==> src/rtl/commit_ctrl_pkg.sv <==
// rtl/commit_ctrl_pkg.sv - shared encodings for the commit sequencer
//
// Purpose: head_kind encodings and FSM state encodings used by commit_ctrl.
// Ports:   none (package).

package commit_ctrl_pkg;

   typedef enum logic [1:0] {
      KIND_REG    = 2'd0,
      KIND_STORE  = 2'd1,
      KIND_BRANCH = 2'd2,
      KIND_NOP    = 2'd3
   } head_kind_e;

   typedef enum logic [1:0] {
      S_RUN     = 2'd0,
      S_ST_WAIT = 2'd1,
      S_FLUSH   = 2'd2
   } state_e;

endpackage

==> src/rtl/commit_ctrl.sv <==
// rtl/commit_ctrl.sv - in-order retirement sequencer between ROB head and regfile/LSB
//
// Purpose: retires at most one ready ROB head entry per cycle, writes the
//          regfile commit port, completes stores through a req/ack handshake
//          with the LSB, and on a mispredicted branch broadcasts clr plus a PC
//          redirect, then holds off commits for FLUSH_HOLD cycles.
// Ports:
//   clk, rst                 clock, async active-high reset
//   rdy                      global ready; 0 freezes all state
//   head_*                   ROB head entry (valid, ready, kind, rd, tag, value,
//                            mispredict flag, correct target PC)
//   rob_pop                  pop ROB head (pulse)
//   reg_we/rd/rob_pos/val    regfile commit port
//   st_commit_req/ack        store completion handshake with the LSB
//   clr, redirect_en/pc      flush pulse and PC redirect
//   commit_cnt               retired-instruction counter (wraps)

module commit_ctrl
   import commit_ctrl_pkg::*;
#(
   parameter int DATA_W     = 32,
   parameter int REG_W      = 5,
   parameter int ROB_POS_W  = 5,
   parameter int FLUSH_HOLD = 2
) (
   input  logic                 clk,
   input  logic                 rst,
   input  logic                 rdy,
   input  logic                 head_valid,
   input  logic                 head_ready,
   input  logic [1:0]           head_kind,
   input  logic [REG_W-1:0]     head_rd,
   input  logic [ROB_POS_W-1:0] head_rob_pos,
   input  logic [DATA_W-1:0]    head_val,
   input  logic                 head_mispredict,
   input  logic [DATA_W-1:0]    head_target_pc,
   output logic                 rob_pop,
   output logic                 reg_we,
   output logic [REG_W-1:0]     reg_rd,
   output logic [ROB_POS_W-1:0] reg_rob_pos,
   output logic [DATA_W-1:0]    reg_val,
   output logic                 st_commit_req,
   input  logic                 st_commit_ack,
   output logic                 clr,
   output logic                 redirect_en,
   output logic [DATA_W-1:0]    redirect_pc,
   output logic [31:0]          commit_cnt
);

   localparam int HOLD_W = $clog2(FLUSH_HOLD + 1);

   state_e               state_q, state_d;
   logic [HOLD_W-1:0]    hold_q, hold_d;
   logic                 rob_pop_d, reg_we_d, req_d, clr_d, redir_d;
   logic [REG_W-1:0]     rd_d;
   logic [ROB_POS_W-1:0] pos_d;
   logic [DATA_W-1:0]    val_d, pc_d;
   logic [31:0]          cnt_d;
   head_kind_e           kind;

   assign kind = head_kind_e'(head_kind);

   always_ff @(posedge clk or posedge rst) begin
      if (rst) begin
         state_q       <= S_RUN;
         hold_q        <= '0;
         rob_pop       <= 1'b0;
         reg_we        <= 1'b0;
         reg_rd        <= '0;
         reg_rob_pos   <= '0;
         reg_val       <= '0;
         st_commit_req <= 1'b0;
         clr           <= 1'b0;
         redirect_en   <= 1'b0;
         redirect_pc   <= '0;
         commit_cnt    <= '0;
      end else begin
         state_q       <= state_d;
         hold_q        <= hold_d;
         rob_pop       <= rob_pop_d;
         reg_we        <= reg_we_d;
         reg_rd        <= rd_d;
         reg_rob_pos   <= pos_d;
         reg_val       <= val_d;
         st_commit_req <= req_d;
         clr           <= clr_d;
         redirect_en   <= redir_d;
         redirect_pc   <= pc_d;
         commit_cnt    <= cnt_d;
      end
   end

   always_comb begin
      // Pulses default low; everything else holds, which also covers rdy=0.
      state_d   = state_q;
      hold_d    = hold_q;
      rob_pop_d = 1'b0;
      reg_we_d  = 1'b0;
      clr_d     = 1'b0;
      redir_d   = 1'b0;
      req_d     = st_commit_req;
      rd_d      = reg_rd;
      pos_d     = reg_rob_pos;
      val_d     = reg_val;
      pc_d      = redirect_pc;
      cnt_d     = commit_cnt;

      if (rdy) begin
         unique case (state_q)
            S_RUN: begin
               if (head_valid && head_ready) begin
                  if (kind == KIND_STORE) begin
                     req_d   = 1'b1;
                     state_d = S_ST_WAIT;
                  end else begin
                     rob_pop_d = 1'b1;
                     cnt_d     = commit_cnt + 32'd1;
                     // rd=0 is the hardwired zero register: never written.
                     if (kind != KIND_NOP && head_rd != '0) begin
                        reg_we_d = 1'b1;
                        rd_d     = head_rd;
                        pos_d    = head_rob_pos;
                        val_d    = head_val;
                     end
                     if (kind == KIND_BRANCH && head_mispredict) begin
                        clr_d   = 1'b1;
                        redir_d = 1'b1;
                        pc_d    = head_target_pc;
                        state_d = S_FLUSH;
                        hold_d  = HOLD_W'(FLUSH_HOLD);
                     end
                  end
               end
            end
            S_ST_WAIT: begin
               if (st_commit_ack) begin
                  req_d     = 1'b0;
                  rob_pop_d = 1'b1;
                  cnt_d     = commit_cnt + 32'd1;
                  state_d   = S_RUN;
               end
            end
            S_FLUSH: begin
               // Leaving on the last hold cycle gives exactly FLUSH_HOLD
               // sampling edges during which the head is ignored.
               if (hold_q <= HOLD_W'(1)) begin
                  hold_d  = '0;
                  state_d = S_RUN;
               end else begin
                  hold_d = hold_q - HOLD_W'(1);
               end
            end
            default: state_d = S_RUN;
         endcase
      end
   end

endmodule
==> config.mk <==
export PLATFORM = sky130hd
export DESIGN_NAME = commit_ctrl
export DESIGN_NICKNAME = d
export VERILOG_FILES = /design/src/rtl/commit_ctrl_pkg.sv /design/src/rtl/commit_ctrl.sv
export SDC_FILE = /design/constraint.sdc
export NUM_CORES = 1
export LEC_CHECK = 0
export BUFFER_PORTS_ARGS = -buffer_cell sky130_fd_sc_hd__buf_2
export CELL_PAD_IN_SITES_DETAIL_PLACEMENT = 1
export CELL_PAD_IN_SITES_GLOBAL_PLACEMENT = 1
export CORE_MARGIN = 5
export CORE_UTILIZATION = 41
export CTS_CLUSTER_SIZE = 24
export DETAILED_ROUTE_END_ITERATION = 10
export PLACE_DENSITY = 0.83
export RECOVER_POWER = 25
export SLEW_MARGIN = 30
export SYNTH_ARGS = -nofsm -noshare
export SYNTH_HDL_FRONTEND = slang
export SYNTH_SLANG_ARGS = --single-unit
==> constraint.sdc <==
create_clock -name clk -period 10.02 [get_ports clk]
set_input_delay 1.002 -clock clk [delete_from_list [all_inputs] [get_ports clk]]
set_output_delay 1.002 -clock clk [all_outputs]
set_load 0.02 [all_outputs]
==> metrics <==
Hold Fails Final Rpt 0; post-synthesis cell area 0.004722 sq mm; clock-pin slew on the worst setup and hold paths around 0.05 ns; GPL Wtd Cong between 0.7 and 0.8; top-area cell type share of the netlist area 0.6041; Most used DFF post-synth dfrtp_1; HPWL after detailed placement a little under 10000 microns; crit path kind in2reg; DR WL/cell between 15 and 20 microns; pwr/cell area approximately 240 mW/mm^2; DR vias/cell 4.950; tightest hold margin 0.4883 ns; Yosys cell types 33; share of cells above drive strength 1 0.5698; peak supply drop 152.4 uV; DR vias 3366; Syn Nets about 400; failing checks capacitance limit, slew limit; HP Class reg2reg; DRC 0; vias in the first global route 3729; FFs w/ async S/R, synth 1.000; FF+latch count, synth 114; RSZ-0062 raised after global routing no; period utilisation layout 0.3090; chip width 117.3 microns; port buffer count between 150 and 200; Final setup viols 0; initial antenna violation count 0; part of the Yosys area used for sequential elements 0.6041; number of clock sinks between 100 and 150; area leader, netlist dfrtp_1; P_leak 3.304 nW; area of the multi-input gates 0.001745 sq mm; TritonCTS Buffers 17; drt total wl 13440 microns; slew margin rel. -0.4172; Nets 608; Worst EP arrival roughly 3.4 ns; endpoint type of the worst setup path flip-flop; crit path launch type input port; row count 39; Area Growth Syn to Fin 35.16%; shortest period the worst path allows 3.097 ns; largest net degree at the start of global routing 70; sequential cell area 0.002853 sq mm; fmax 322.9 MHz; CP Data Required Time approximately 10 ns; clk_skew 0.008749 ns; # diodes 0; core area around 0.011 sq mm; Skew-Pair Late Insertion Delay between 0.4 and 0.5 ns; Post-synth EDFFs 0; Post-synth top cells dfrtp_1 (114), mux2_4 (39), mux2_2 (36); Starting Density 0.4153; drt pass-1 iters 4; most area-consuming cells after synthesis dfrtp_1 (60%), mux2_4 (12%), mux2_2 (8.6%), xnor2_1 (4.8%), nand4_1 (1.3%); Final Total Pwr 1.524 mW; first-pass GRT wire length 21420 microns; highest fanout seen on the critical path 25; IO Count 194; maximum buffer depth of the clock tree 2; Root Driver clkbuf_16; final max-slew violation count 47; die height ~120 microns; CTS tree done; gr usage total 0.1978; Worst Max-Slew Pin Slew between 2 and 2.5 ns; cts-stage hold buffer count 0; H-tree depth 4; Warnings, synthesis 0; Final ANT Viol Nets 0; post-synthesis area per instance about 15 sq um; status finished, violations left; max-cap viol count 1; die area between 0.01 and 0.015 sq mm; cells after synthesis 319; gr ovfl total 0; 1st-iter DRT viols 152; cell with the most instances after synthesis dfrtp_1; # Post-CTS Setup Buffers 0; Resized cells post-CTS 0; # fillers 1226; setup TNS 0 ns
-- final timing paths --
check	end	depth (start not counted)	slack [ns]	start
min	commit_cnt[25]	1	0.49	commit_cnt[25]
max in group asynchronous	reg_rob_pos[2]	3	7.53	rst
min in group asynchronous	commit_cnt[28]	2	1.14	rst
max	reg_val[10]	6	6.92	head_valid
max reg2reg	reg_val[10]	5	7.09	state_q[0]
min reg2reg	commit_cnt[25]	1	0.49	commit_cnt[25]
-- cell type report --
class / instances / area share
timing repair buffer: 197 / 0.1602
clock buffer: 21 / 0.07057
sequential: 114 / 0.4470
multi-input combinational: 189 / 0.2735
inverter: 5 / 0.003137
tap: 143 / 0.02803
clock inverter: 11 / 0.01764
-- logic make-up after synthesis --
family,after synthesis,share of synthesized area
AOI/OAI and AO/OA,11,0.01298
muxes,75,0.2099
DFF,114,0.6041
xor gates and xnor gates,31,0.05750
buffers and inverters,16,0.02252
and+or+nand+nor,71,0.09036
adders and majority gates,1,0.002649
-- registers in the layout, summed over array words and instances, names as in the netlist --
signal / cells
reg_val: 32
hold_q: 2
reg_rob_pos: 5
reg_rd: 5
commit_cnt: 32
st_commit_req: 1
redirect_pc: 32
state_q: 2
rob_pop: 1
reg_we: 1
redirect_en: 1
-- per-layer routing --
layer  part of all wire  vias to the layer above  routed length [microns]  GRT usage
met3              0.058                       29                      781    0.06400
met1               0.38                     1679                     5105     0.2162
met4              0.031                        0                      412    0.09137
met5                  0                        -                        0          0
li1                   -                     1526                        -          -
met2               0.53                      132                     7140     0.3462
-- cell usage in the layout, fill, tap and decap left out --
cell type,n
and3b_2,1
dfrtp_1,114
xor2_1,5
clkbuf_1,4
clkbuf_8,1
mux2_4,39
o21ai_0,8
buf_6,2
nor2_1,8
buf_16,1
or2_2,1
nor2b_1,3
nand3b_1,1
nand3_1,11
and4_1,7
inv_1,4
clkbuf_16,17
nor3_1,2
buf_2,192
a21oi_1,2
nand2_1,13
mux2_2,36
clkinvlp_4,3
nor3_2,2
and2b_2,1
nand4_1,10
ha_1,1
bufinv_16,2
and3_1,6
a21o_1,1
buf_4,1
clkinv_2,6
or3b_1,1
and2_1,2
xnor2_1,26
or4_1,2
clkinvlp_2,1
-- per-stage QoR --
step	instances	util	setup WS [ns]	instance area [sq um]
after floorplan	319	-	6.002	4722
after global placement	646	0.5103	6.709	5802
after global routing	680	0.5614	6.819	6382
after CTS	679	0.5608	7.537	6376
after detailed placement	647	0.5113	7.097	5813
final	680	0.5614	6.923	6382
-- worst max-delay path: stages --
cell     delay (ns)
buf_2          0.08
and3b_2        0.18
nand2_1        0.08
nor3_1         1.06
buf_4          0.60
mux2_4         0.36
-- where the power goes --
part / internal (mW) / total [mW] / switching, mW
Clock: 0.369 / 0.575 / 0.206
Sequential: 0.545 / 0.601 / 0.0563
Combinational: 0.153 / 0.348 / 0.195
No activity file was read; power rests on OpenSTA's default activity.
